==> config.mk <==
export PLATFORM = sky130hd
export DESIGN_NAME = id_ex_operand_stage_flat
export DESIGN_NICKNAME = d
export VERILOG_FILES = /design/src/rtl/id_ex_operand_stage_if.sv /design/src/rtl/id_ex_operand_stage.sv /design/src/flat_wrapper.sv
export SDC_FILE = /design/constraint.sdc
export NUM_CORES = 1
export LEC_CHECK = 0
export ABC_CLOCK_PERIOD_IN_PS = 3900
export CAP_MARGIN = 20
export CORE_MARGIN = 10
export CORE_UTILIZATION = 47
export DETAILED_ROUTE_END_ITERATION = 6
export PLACE_DENSITY = 0.87
export SYNTH_ARGS = -nofsm -noshare
export SYNTH_HDL_FRONTEND = slang
export SYNTH_SLANG_ARGS = --single-unit
export TNS_END_PERCENT = 10
==> constraint.sdc <==
create_clock -name clk -period 3.9 [get_ports clk]
set_input_delay 0.78 -clock clk [delete_from_list [all_inputs] [get_ports clk]]
set_output_delay 0.78 -clock clk [all_outputs]
set_load 0.02 [all_outputs]
==> src/rtl/id_ex_operand_stage_if.sv <==
// ID/EX operand stage bundle: decode fields, pipeline control, forwarding sources and EX-side results.
interface id_ex_operand_stage_if #(
  parameter int unsigned XLEN = 32,
  parameter int unsigned RA_W = 5
);
  logic            id_valid;
  logic [RA_W-1:0] id_rs1_addr;
  logic [RA_W-1:0] id_rs2_addr;
  logic [XLEN-1:0] id_rs1_data;
  logic [XLEN-1:0] id_rs2_data;
  logic [XLEN-1:0] id_imm;
  logic            id_use_imm;
  logic [3:0]      id_alu_ctrl;
  logic [RA_W-1:0] id_rd_addr;
  logic            id_reg_write;
  logic            id_mem_read;
  logic            ex_hold;
  logic            flush;
  logic [RA_W-1:0] mem_rd_addr;
  logic            mem_reg_write;
  logic [XLEN-1:0] mem_result;
  logic [RA_W-1:0] wb_rd_addr;
  logic            wb_reg_write;
  logic [XLEN-1:0] wb_result;
  logic            load_use_stall;
  logic            ex_valid;
  logic [XLEN-1:0] ex_op_a;
  logic [XLEN-1:0] ex_op_b;
  logic [XLEN-1:0] ex_store_data;
  logic [3:0]      ex_alu_ctrl;
  logic [RA_W-1:0] ex_rd_addr;
  logic            ex_reg_write;
  logic            ex_mem_read;

  modport master (
    output id_valid, id_rs1_addr, id_rs2_addr, id_rs1_data, id_rs2_data, id_imm,
           id_use_imm, id_alu_ctrl, id_rd_addr, id_reg_write, id_mem_read,
           ex_hold, flush, mem_rd_addr, mem_reg_write, mem_result,
           wb_rd_addr, wb_reg_write, wb_result,
    input  load_use_stall, ex_valid, ex_op_a, ex_op_b, ex_store_data,
           ex_alu_ctrl, ex_rd_addr, ex_reg_write, ex_mem_read
  );

  modport slave (
    input  id_valid, id_rs1_addr, id_rs2_addr, id_rs1_data, id_rs2_data, id_imm,
           id_use_imm, id_alu_ctrl, id_rd_addr, id_reg_write, id_mem_read,
           ex_hold, flush, mem_rd_addr, mem_reg_write, mem_result,
           wb_rd_addr, wb_reg_write, wb_result,
    output load_use_stall, ex_valid, ex_op_a, ex_op_b, ex_store_data,
           ex_alu_ctrl, ex_rd_addr, ex_reg_write, ex_mem_read
  );
endinterface

==> src/rtl/id_ex_operand_stage.sv <==
// ID/EX pipeline register with EX-side operand forwarding (EX/MEM, MEM/WB) and load-use hazard detection.
module id_ex_operand_stage #(
  parameter int unsigned XLEN      = 32,
  parameter int unsigned RA_W      = 5,
  parameter bit          FWD_WB_EN = 1'b1
) (
  input logic                   clk,
  input logic                   rst_n,
  id_ex_operand_stage_if.slave  bus
);

  logic            valid_q;
  logic [RA_W-1:0] rs1_addr_q;
  logic [RA_W-1:0] rs2_addr_q;
  logic [XLEN-1:0] rs1_data_q;
  logic [XLEN-1:0] rs2_data_q;
  logic [XLEN-1:0] imm_q;
  logic            use_imm_q;
  logic [3:0]      alu_ctrl_q;
  logic [RA_W-1:0] rd_addr_q;
  logic            reg_write_q;
  logic            mem_read_q;

  logic            stall_c;
  logic            capture_c;
  logic            bubble_c;
  logic [XLEN-1:0] fwd_rs1_c;
  logic [XLEN-1:0] fwd_rs2_c;

  // EX/MEM wins over MEM/WB; x0 is never forwarded.
  function automatic logic [XLEN-1:0] fwd_sel(
    input logic [RA_W-1:0] src,
    input logic [XLEN-1:0] rf_data,
    input logic [RA_W-1:0] m_rd,
    input logic            m_we,
    input logic [XLEN-1:0] m_res,
    input logic [RA_W-1:0] w_rd,
    input logic            w_we,
    input logic [XLEN-1:0] w_res
  );
    logic [XLEN-1:0] r;
    r = rf_data;
    if (m_we && (m_rd != '0) && (m_rd == src)) begin
      r = m_res;
    end else if (FWD_WB_EN && w_we && (w_rd != '0) && (w_rd == src)) begin
      r = w_res;
    end
    return r;
  endfunction

  // Load in EX feeding a source the ID instruction actually reads.
  always_comb begin
    stall_c = 1'b0;
    if (valid_q && mem_read_q && (rd_addr_q != '0) && bus.id_valid) begin
      stall_c = (bus.id_rs1_addr == rd_addr_q) ||
                ((bus.id_rs2_addr == rd_addr_q) && !bus.id_use_imm);
    end
  end

  // Update priority: flush, hold, load-use bubble, capture, idle bubble.
  always_comb begin
    capture_c = 1'b0;
    bubble_c  = 1'b0;
    if (bus.flush) begin
      bubble_c = 1'b1;
    end else if (bus.ex_hold) begin
      bubble_c = 1'b0;
    end else if (stall_c) begin
      bubble_c = 1'b1;
    end else if (bus.id_valid) begin
      capture_c = 1'b1;
    end else begin
      bubble_c = 1'b1;
    end
  end

  always_ff @(posedge clk or negedge rst_n) begin
    if (!rst_n) begin
      valid_q     <= 1'b0;
      rs1_addr_q  <= '0;
      rs2_addr_q  <= '0;
      rs1_data_q  <= '0;
      rs2_data_q  <= '0;
      imm_q       <= '0;
      use_imm_q   <= 1'b0;
      alu_ctrl_q  <= 4'b0000;
      rd_addr_q   <= '0;
      reg_write_q <= 1'b0;
      mem_read_q  <= 1'b0;
    end else if (capture_c) begin
      valid_q     <= 1'b1;
      rs1_addr_q  <= bus.id_rs1_addr;
      rs2_addr_q  <= bus.id_rs2_addr;
      rs1_data_q  <= bus.id_rs1_data;
      rs2_data_q  <= bus.id_rs2_data;
      imm_q       <= bus.id_imm;
      use_imm_q   <= bus.id_use_imm;
      alu_ctrl_q  <= bus.id_alu_ctrl;
      rd_addr_q   <= bus.id_rd_addr;
      reg_write_q <= bus.id_reg_write;
      mem_read_q  <= bus.id_mem_read;
    end else if (bubble_c) begin
      valid_q     <= 1'b0;
      alu_ctrl_q  <= 4'b0000;
      rd_addr_q   <= '0;
      reg_write_q <= 1'b0;
      mem_read_q  <= 1'b0;
    end
  end

  // Operands re-evaluate every cycle so a held instruction sees current MEM/WB values.
  always_comb begin
    fwd_rs1_c = fwd_sel(rs1_addr_q, rs1_data_q, bus.mem_rd_addr, bus.mem_reg_write,
                        bus.mem_result, bus.wb_rd_addr, bus.wb_reg_write, bus.wb_result);
    fwd_rs2_c = fwd_sel(rs2_addr_q, rs2_data_q, bus.mem_rd_addr, bus.mem_reg_write,
                        bus.mem_result, bus.wb_rd_addr, bus.wb_reg_write, bus.wb_result);
  end

  assign bus.load_use_stall = stall_c;
  assign bus.ex_valid       = valid_q;
  assign bus.ex_op_a        = fwd_rs1_c;
  assign bus.ex_op_b        = use_imm_q ? imm_q : fwd_rs2_c;
  assign bus.ex_store_data  = fwd_rs2_c;
  assign bus.ex_alu_ctrl    = alu_ctrl_q;
  assign bus.ex_rd_addr     = rd_addr_q;
  assign bus.ex_reg_write   = reg_write_q & valid_q;
  assign bus.ex_mem_read    = mem_read_q & valid_q;

endmodule

==> src/flat_wrapper.sv <==
// flat-port wrapper written by rule: the top's interface ports become plain ports
module id_ex_operand_stage_flat 
#(
  parameter int unsigned XLEN      = 32,
  parameter int unsigned RA_W      = 5,
  parameter bit          FWD_WB_EN = 1'b1
)
  (clk, rst_n, bus_id_valid, bus_id_rs1_addr, bus_id_rs2_addr, bus_id_rs1_data, bus_id_rs2_data, bus_id_imm, bus_id_use_imm, bus_id_alu_ctrl, bus_id_rd_addr, bus_id_reg_write, bus_id_mem_read, bus_ex_hold, bus_flush, bus_mem_rd_addr, bus_mem_reg_write, bus_mem_result, bus_wb_rd_addr, bus_wb_reg_write, bus_wb_result, bus_load_use_stall, bus_ex_valid, bus_ex_op_a, bus_ex_op_b, bus_ex_store_data, bus_ex_alu_ctrl, bus_ex_rd_addr, bus_ex_reg_write, bus_ex_mem_read);
  id_ex_operand_stage_if #(.XLEN(XLEN), .RA_W(RA_W)) bus_i ();
  input logic clk;
  input logic rst_n;
  input wire logic [$bits(bus_i.id_valid)-1:0] bus_id_valid;
  input wire logic [$bits(bus_i.id_rs1_addr)-1:0] bus_id_rs1_addr;
  input wire logic [$bits(bus_i.id_rs2_addr)-1:0] bus_id_rs2_addr;
  input wire logic [$bits(bus_i.id_rs1_data)-1:0] bus_id_rs1_data;
  input wire logic [$bits(bus_i.id_rs2_data)-1:0] bus_id_rs2_data;
  input wire logic [$bits(bus_i.id_imm)-1:0] bus_id_imm;
  input wire logic [$bits(bus_i.id_use_imm)-1:0] bus_id_use_imm;
  input wire logic [$bits(bus_i.id_alu_ctrl)-1:0] bus_id_alu_ctrl;
  input wire logic [$bits(bus_i.id_rd_addr)-1:0] bus_id_rd_addr;
  input wire logic [$bits(bus_i.id_reg_write)-1:0] bus_id_reg_write;
  input wire logic [$bits(bus_i.id_mem_read)-1:0] bus_id_mem_read;
  input wire logic [$bits(bus_i.ex_hold)-1:0] bus_ex_hold;
  input wire logic [$bits(bus_i.flush)-1:0] bus_flush;
  input wire logic [$bits(bus_i.mem_rd_addr)-1:0] bus_mem_rd_addr;
  input wire logic [$bits(bus_i.mem_reg_write)-1:0] bus_mem_reg_write;
  input wire logic [$bits(bus_i.mem_result)-1:0] bus_mem_result;
  input wire logic [$bits(bus_i.wb_rd_addr)-1:0] bus_wb_rd_addr;
  input wire logic [$bits(bus_i.wb_reg_write)-1:0] bus_wb_reg_write;
  input wire logic [$bits(bus_i.wb_result)-1:0] bus_wb_result;
  output wire logic [$bits(bus_i.load_use_stall)-1:0] bus_load_use_stall;
  output wire logic [$bits(bus_i.ex_valid)-1:0] bus_ex_valid;
  output wire logic [$bits(bus_i.ex_op_a)-1:0] bus_ex_op_a;
  output wire logic [$bits(bus_i.ex_op_b)-1:0] bus_ex_op_b;
  output wire logic [$bits(bus_i.ex_store_data)-1:0] bus_ex_store_data;
  output wire logic [$bits(bus_i.ex_alu_ctrl)-1:0] bus_ex_alu_ctrl;
  output wire logic [$bits(bus_i.ex_rd_addr)-1:0] bus_ex_rd_addr;
  output wire logic [$bits(bus_i.ex_reg_write)-1:0] bus_ex_reg_write;
  output wire logic [$bits(bus_i.ex_mem_read)-1:0] bus_ex_mem_read;
  assign bus_i.id_valid = bus_id_valid;
  assign bus_i.id_rs1_addr = bus_id_rs1_addr;
  assign bus_i.id_rs2_addr = bus_id_rs2_addr;
  assign bus_i.id_rs1_data = bus_id_rs1_data;
  assign bus_i.id_rs2_data = bus_id_rs2_data;
  assign bus_i.id_imm = bus_id_imm;
  assign bus_i.id_use_imm = bus_id_use_imm;
  assign bus_i.id_alu_ctrl = bus_id_alu_ctrl;
  assign bus_i.id_rd_addr = bus_id_rd_addr;
  assign bus_i.id_reg_write = bus_id_reg_write;
  assign bus_i.id_mem_read = bus_id_mem_read;
  assign bus_i.ex_hold = bus_ex_hold;
  assign bus_i.flush = bus_flush;
  assign bus_i.mem_rd_addr = bus_mem_rd_addr;
  assign bus_i.mem_reg_write = bus_mem_reg_write;
  assign bus_i.mem_result = bus_mem_result;
  assign bus_i.wb_rd_addr = bus_wb_rd_addr;
  assign bus_i.wb_reg_write = bus_wb_reg_write;
  assign bus_i.wb_result = bus_wb_result;
  assign bus_load_use_stall = bus_i.load_use_stall;
  assign bus_ex_valid = bus_i.ex_valid;
  assign bus_ex_op_a = bus_i.ex_op_a;
  assign bus_ex_op_b = bus_i.ex_op_b;
  assign bus_ex_store_data = bus_i.ex_store_data;
  assign bus_ex_alu_ctrl = bus_i.ex_alu_ctrl;
  assign bus_ex_rd_addr = bus_i.ex_rd_addr;
  assign bus_ex_reg_write = bus_i.ex_reg_write;
  assign bus_ex_mem_read = bus_i.ex_mem_read;
  id_ex_operand_stage #(.XLEN(XLEN), .RA_W(RA_W), .FWD_WB_EN(FWD_WB_EN)) u_core (.clk(clk), .rst_n(rst_n), .bus(bus_i));
endmodule
==> flow_summary.ini, run 1 <==
[global_route]
grt_use_met2_pct = 44.0
use_met3_pct = 7.62
grt_first_pass_wirelength_um = 40400
grt_use_met1_pct = 28.9
antenna_found_initial = 2
busiest_layer = met2
grt_max_degree = 61
overflow = 0
first_global_vias = 7132
grtUsageTotal_pct = 25.5

[timing]
slew_headroom_pct = 33.1
period_share_pct = 99.0
drv_slew = 0
finalHoldViolCount = 0
fin_worst_skew_ps = 7.87
rsz0062_at_grt = yes
worst_slew_pin_slew_ps = 1000
post-route-min-period_ps = 3860
fmax_ghz = 0.259
setup_tns_ps = 0
finalSetupViolCount = 0

[route]
vias = 6423
drt-initial-drc-count = 278
ant_nets = 0
via_per_inst = 5.44
route.detailed.drc = 0
wl_per_cell_um = 22.6
wirelength_um = 26700
drt-pass1-iter-count = 5

[power]
comb_power_share_pct = 37.6
max-vdd-ir-drop_mv = 0.348
p_sw_mw = 1.75
power_frac_clock_pct = 31.6
cellPowerDensity_nw_per_um2 = 459
internal-power_mw = 3.50
leakagePower_nw = 4.74
p_seq_share_pct = 30.8
swShare_pct = 33.4

[clock_tree]
cts-htree-levels = 4
cts_hold_buf = 0
cts_sinks = 119
clockRootBuffer = clkbuf_16
clockBufferDepth = 2
insertion_delay_ps = 420
clk_pin_slew_ps = 60
numCtsBuffers = 17
cts_tree = built

[finish]
nNetsFinal = 1178
final_common_cell = clkdlybuf4s50_1
area_growth_pct = 59.1
final_cell_mix = 205 x clkdlybuf4s50_1, 118 x dfrtp_1, 107 x mux2_1
fin_area_um2 = 11400
final_layout_size_suffix_gt1_share_pct = 23.1

[floorplan]
die_w_um = 144
initial_core_util_pct = 47.7
die_y_um = 144
ios = 308
num_rows = 45
coreArea_um2 = 15100
fp.dieArea_um2 = 20700

[min_path]
holdCritPathClass = in -> async

[synth]
avgSynthCellArea_um2 = 11.3
synth_cells = 634
synth_top_cell_area_share_pct = 41.4
yosys_register_bits = 119
syn_area_um2 = 7190
synth-edff-count = 0
ys_warn_count = 0
synthFlopType = dfrtp_1
synth_cell_types = 40
post-synth-top-area-cell = dfrtp_1
async_reset_ff_share_pct = 100
syn-num-nets = 833
yosysSeqAreaShare_pct = 41.4
synth_area_leaders = dfrtp_1 41%, mux2_1 17%, a31oi_4 5.9%, mux2_2 4.5%, mux2i_1 4.5%

[setup_path]
crit_type = in -> out
path_buf_inv = 4
reg2reg_to = u_core.rs2_data_q[17]
timing.rr.start = u_core.bus.ex_rd_addr[3]
cp.arrival_ps = 3080
crit_chain = clkdlybuf4s50_1, or4_4, o211ai_4, or2_4, buf_12, clkbuf_16, a31oi_4, mux2_2, buf_2
max_stage_delay_ps = 580
cp.required_ps = 3120
cp_max_fo = 7
rr_worst_depth = 5
start_kind = primary input
end_kind = primary output
path_delay_family = buffers and inverters
rrSetupSlack_ps = 1260
crit_slowest_cell = or4_4

[placed_design]
hpwlAfterDp_um = 19800
io_buffers = 307
globalplace.congestion = 0.886
placed_area_um2 = 10800

[run]
drv_cap = 0

[run_status]
outcome = completed
## cell families (layout without fill, tap and decap cells)
family	Yosys count	count (layout)	synth area share, %
AOI/OAI and AO/OA	114	114	14.6
and+or+nand+nor	124	124	8.82
other	0	1	0
buffers and inverters	79	437	5.83
xor gates and xnor gates	30	30	3.65
DFF	119	119	41.4
muxes	168	168	25.7
## registers in the layout (all words and copies together) (netlist names)
name,count
u_core.mem_read_q,1
u_core.rs2_data_q,32
u_core.rs1_data_q,32
u_core.use_imm_q,1
u_core.rs2_addr_q,5
u_core.bus.ex_alu_ctrl,4
u_core.imm_q,32
u_core.bus.ex_rd_addr,5
u_core.reg_write_q,1
u_core.bus.ex_valid,1
u_core.rs1_addr_q,5
## cells in the mapped netlist (2+ instances only)
library cell and n:
nor2_1 43, buf_4 13, dfrtp_1 119, o211ai_2 2
buf_2 9, and3_1 3, o31ai_1 3, inv_1 29
mux2_2 29, clkbuf_1 18, buf_6 4, nor3_1 29
a221oi_1 3, nand4_1 4, a21oi_1 32, buf_1 4
buf_12 2, or4_1 3, o21ai_1 30, nand3_1 2
a31oi_4 20, nand2_1 4, mux2i_1 32, mux2_1 107
a31oi_2 8, or3_1 29, and2_1 2, a22o_1 11
xnor2_1 25, xor2_1 5
## worst reg2reg max path: stages (launching register included)
cell and delay [ps]:
dfrtp_1 450, or4_1 530, o211ai_1 250, o211a_4 550, buf_12 350, mux2_1 390
## worst max-delay path by stage
stage / startpoint / endpoint / cells past startpoint
after floorplan: bus_wb_rd_addr[0] / bus_ex_op_b[31] / 6
after global placement: bus_wb_rd_addr[3] / bus_ex_op_a[12] / 9
after detailed placement: bus_wb_rd_addr[0] / bus_ex_op_b[7] / 9
after CTS: bus_wb_rd_addr[2] / bus_ex_op_b[5] / 10
after global routing: bus_wb_rd_addr[2] / bus_ex_op_b[14] / 10
final: bus_mem_rd_addr[0] / bus_ex_op_b[2] / 9
## per-stage QoR
| step | worst slack [ps] | hold slack (ps) | power, mW | util, % | cells |
|---|---|---|---|---|---|
| floorplan | 528 | 452 | 2.65 | - | 634 |
| global placement | -753 | 461 | 3.69 | 71.3 | 1135 |
| detailed placement | -507 | 468 | 3.74 | 71.4 | 1136 |
| CTS | -81.3 | 317 | 5.28 | 75.5 | 1178 |
| global route | -38.2 | 331 | 5.47 | 75.8 | 1181 |
| finish | 39.7 | 309 | 5.25 | 75.8 | 1181 |
## timing repair
item,CTS,global route
pin swaps,4,8
cloned,2,1
resized for setup,215,27
buffers inserted,8,1
setup endpoints to repair,95,74
## layout make-up
cell class	count	area [µm²]
Multi-Input combinational cell	436	3910
Timing Repair Buffer	376	3580
Clock buffer	21	480
Inverter	29	109
Clock inverter	11	145
Sequential cell	119	2980
Antenna cell	1	2.50
Tap cell	188	235
Fill cell	1049	3640
## layer usage
| layer | vias up | part of all wire, % |
|---|---|---|
| li1 | 2987 | - |
| met5 | - | 0 |
| met1 | 3150 | 39 |
| met2 | 250 | 51 |
| met4 | 0 | 2.1 |
| met3 | 36 | 7.5 |
## power by group through the flow
stage	Combinational (mW)	Sequential (mW)	Clock [mW]
2_1_floorplan	1.10	1.55	0
3_3_place_gp	2.07	1.61	0
4_1_cts	2.00	1.61	1.67
6_report	1.98	1.62	1.66
3_5_place_dp	2.11	1.63	0
5_1_grt	2.10	1.64	1.73
(Power assumes the default switching activity.)
==> run 2: changes to the inputs <==
==> constraint.sdc (replaced) <==
create_clock -name clk -period 3.9 [get_ports clk]
set_input_delay 1.17 -clock clk [delete_from_list [all_inputs] [get_ports clk]]
set_output_delay 1.17 -clock clk [all_outputs]
set_load 0.02 [all_outputs]
==> flow_summary.ini, run 2 (synthesis gave the netlist of run 1 again) <==
[global_route]
grt_first_pass_wirelength_um = 42100
antenna_found_initial = 0
overflow = 0
grt_max_degree = 63
first_global_vias = 7312
grtUsageTotal_pct = 26.7

[floorplan]
coreArea_um2 = 15100
die_w_um = 144
num_rows = 45
initial_core_util_pct = 47.7
die_y_um = 144
fp.dieArea_um2 = 20700
ios = 308

[timing]
fin_worst_skew_ps = 8.19
post-route-min-period_ps = 4310
worst_slew_pin_slew_ps = 867
fin_ws_ps = -414
rsz0062_at_grt = yes
fmax_ghz = 0.232
slew_headroom_pct = 42.1
period_share_pct = 111
finalHoldViolCount = 0
drv_slew = 0
finalSetupViolCount = 96
setup_tns_ps = -25990

[setup_path]
cp_max_fo = 8
crit_slowest_cell = or4_4
cp.arrival_ps = 3140
cp.required_ps = 2730
startpoint = bus_wb_rd_addr[2]
max_stage_delay_ps = 540
crit_chain = buf_6, or4_4, buf_6, o211ai_4, buf_6, buf_6, buf_16, or3_4, a31oi_4, mux2_4, buf_6
crit_type = in -> out
path_common_cell = buf_6
end_kind = primary output
start_kind = primary input
timing.rr.start = u_core.bus.ex_rd_addr[0]

[power]
swShare_pct = 32.2
p_seq_share_pct = 28.2
comb_power_share_pct = 41.3
finalPower_mw = 5.76
power_frac_clock_pct = 30.5
leakagePower_nw = 5.17
max-vdd-ir-drop_mv = 0.352
p_sw_mw = 1.85
cellPowerDensity_nw_per_um2 = 469
internal-power_mw = 3.90

[placed_design]
globalplace.congestion = 0.893
hpwlAfterDp_um = 19600
place_inst = 1144
dp_slack_ps = -1390
io_buffers = 307

[finish]
final_cell_mix = 197 x clkdlybuf4s50_1, 118 x dfrtp_1, 107 x mux2_1, 107 x buf_4, 61 x buf_6
final_common_cell = clkdlybuf4s50_1
antennaDiodeCount = 0
fin_util_pct = 81.4
nNetsFinal = 1199
final_layout_size_suffix_gt1_share_pct = 34.4
fillerInstances = 884
area_growth_pct = 70.7
reg_top3 = u_core.imm_q x32, u_core.rs1_data_q x32, u_core.rs2_data_q x32
final_cell_count_no_fill = 1201

[clock_tree]
cts_tree = built
cts-htree-levels = 4
numCtsBuffers = 17
clockRootBuffer = clkbuf_16
clockBufferDepth = 2
cts_sinks = 119
clk_pin_slew_ps = 50
insertion_delay_ps = 420

[route]
drt-initial-drc-count = 317
drt-pass1-iter-count = 5
wl_per_cell_um = 23.6
vias = 6675
route.detailed.drc = 0
ant_nets = 0
wirelength_um = 28300
via_per_inst = 5.56

[min_path]
hold_start = u_core.rs2_data_q[26]
holdCritPathClass = reg -> reg

[run_status]
violations = negative setup slack
outcome = finished, violations left

[run]
drv_cap = 0
-- run 2: cell count changes in the layout (fill, tap and decap cells not counted), sizes merged --
cell	delta
clkdlybuf4s50	-8
diode	-1
bufinv	+2
clkdlybuf4s15	-4
dlymetal6s2s	-2
clkinvlp	-3
buf	+84
dlygate4sd2	-47
inv	-1
-- run 2: power by group through the flow --
stage	sequential, mW	clock (mW)	combinational, mW
2_1_floorplan	1.56	0	1.19
3_3_place_gp	1.61	0	2.18
3_5_place_dp	1.62	0	2.22
4_1_cts	1.61	1.76	2.32
5_1_grt	1.64	1.82	2.51
6_report	1.62	1.76	2.38
-- run 2: metrics by stage --
stage / instance area [µm²] / hold slack, ps
detailed placement: 11100 / 473
finish: 12300 / 484
global route: 12300 / 499
global placement: 11100 / 465
floorplan: 7410 / 452
CTS: 12100 / 486
-- run 2: final timing paths --
| check | endpoint | slack (ps) | cells past startpoint |
|---|---|---|---|
| min in group asynchronous | u_core.rs1_data_q[18] | 810 | 1 |
| min | u_core.rs2_data_q[26] | 480 | 1 |
| max reg2reg | u_core.imm_q[20] | 1490 | 5 |
| min reg2reg | u_core.rs2_data_q[26] | 480 | 1 |
| max | bus_ex_op_b[13] | -410 | 11 |
| max in group asynchronous | u_core.rs1_addr_q[3] | 2330 | 2 |
-- run 2: area by class of cell --
class | count | area (µm²) | area share (%)
inverters | 29 | 109 | 0.887
flip-flops and latches | 119 | 2980 | 24.3
clock inverters | 9 | 170 | 1.39
multi-input cells | 436 | 4300 | 35.0
well taps | 188 | 235 | 1.92
repair buffers | 397 | 4000 | 32.6
clock buffers | 23 | 478 | 3.89
-- run 2: layer usage --
metal | track usage [%] | vias up | share of wire (%)
met1 | 29.5 | 3270 | 37
met4 | 12.0 | 0 | 3.4
li1 | - | 3024 | -
met3 | 8.94 | 74 | 8.6
met2 | 45.5 | 307 | 51
met5 | 0 | - | 0
-- run 2: what timing repair did --
| item | 4_1_cts | 5_1_grt |
|---|---|---|
| gates resized for setup | 592 | 55 |
| endpoints found under the setup margin | 97 | 97 |
| pin swaps | 36 | 29 |
| hold buffers | 0 | 0 |
| cloned | 6 | 0 |
| setup buffers | 17 | 3 |
-- run 2: critical path: cells and delay by family --
| kind | cells | cell delay [ps] |
|---|---|---|
| AO/OA/AOI/OAI | 2 | 250 |
| buffers and inverters | 6 | 750 |
| multiplexers | 1 | 280 |
| AND/OR/NAND/NOR | 2 | 670 |
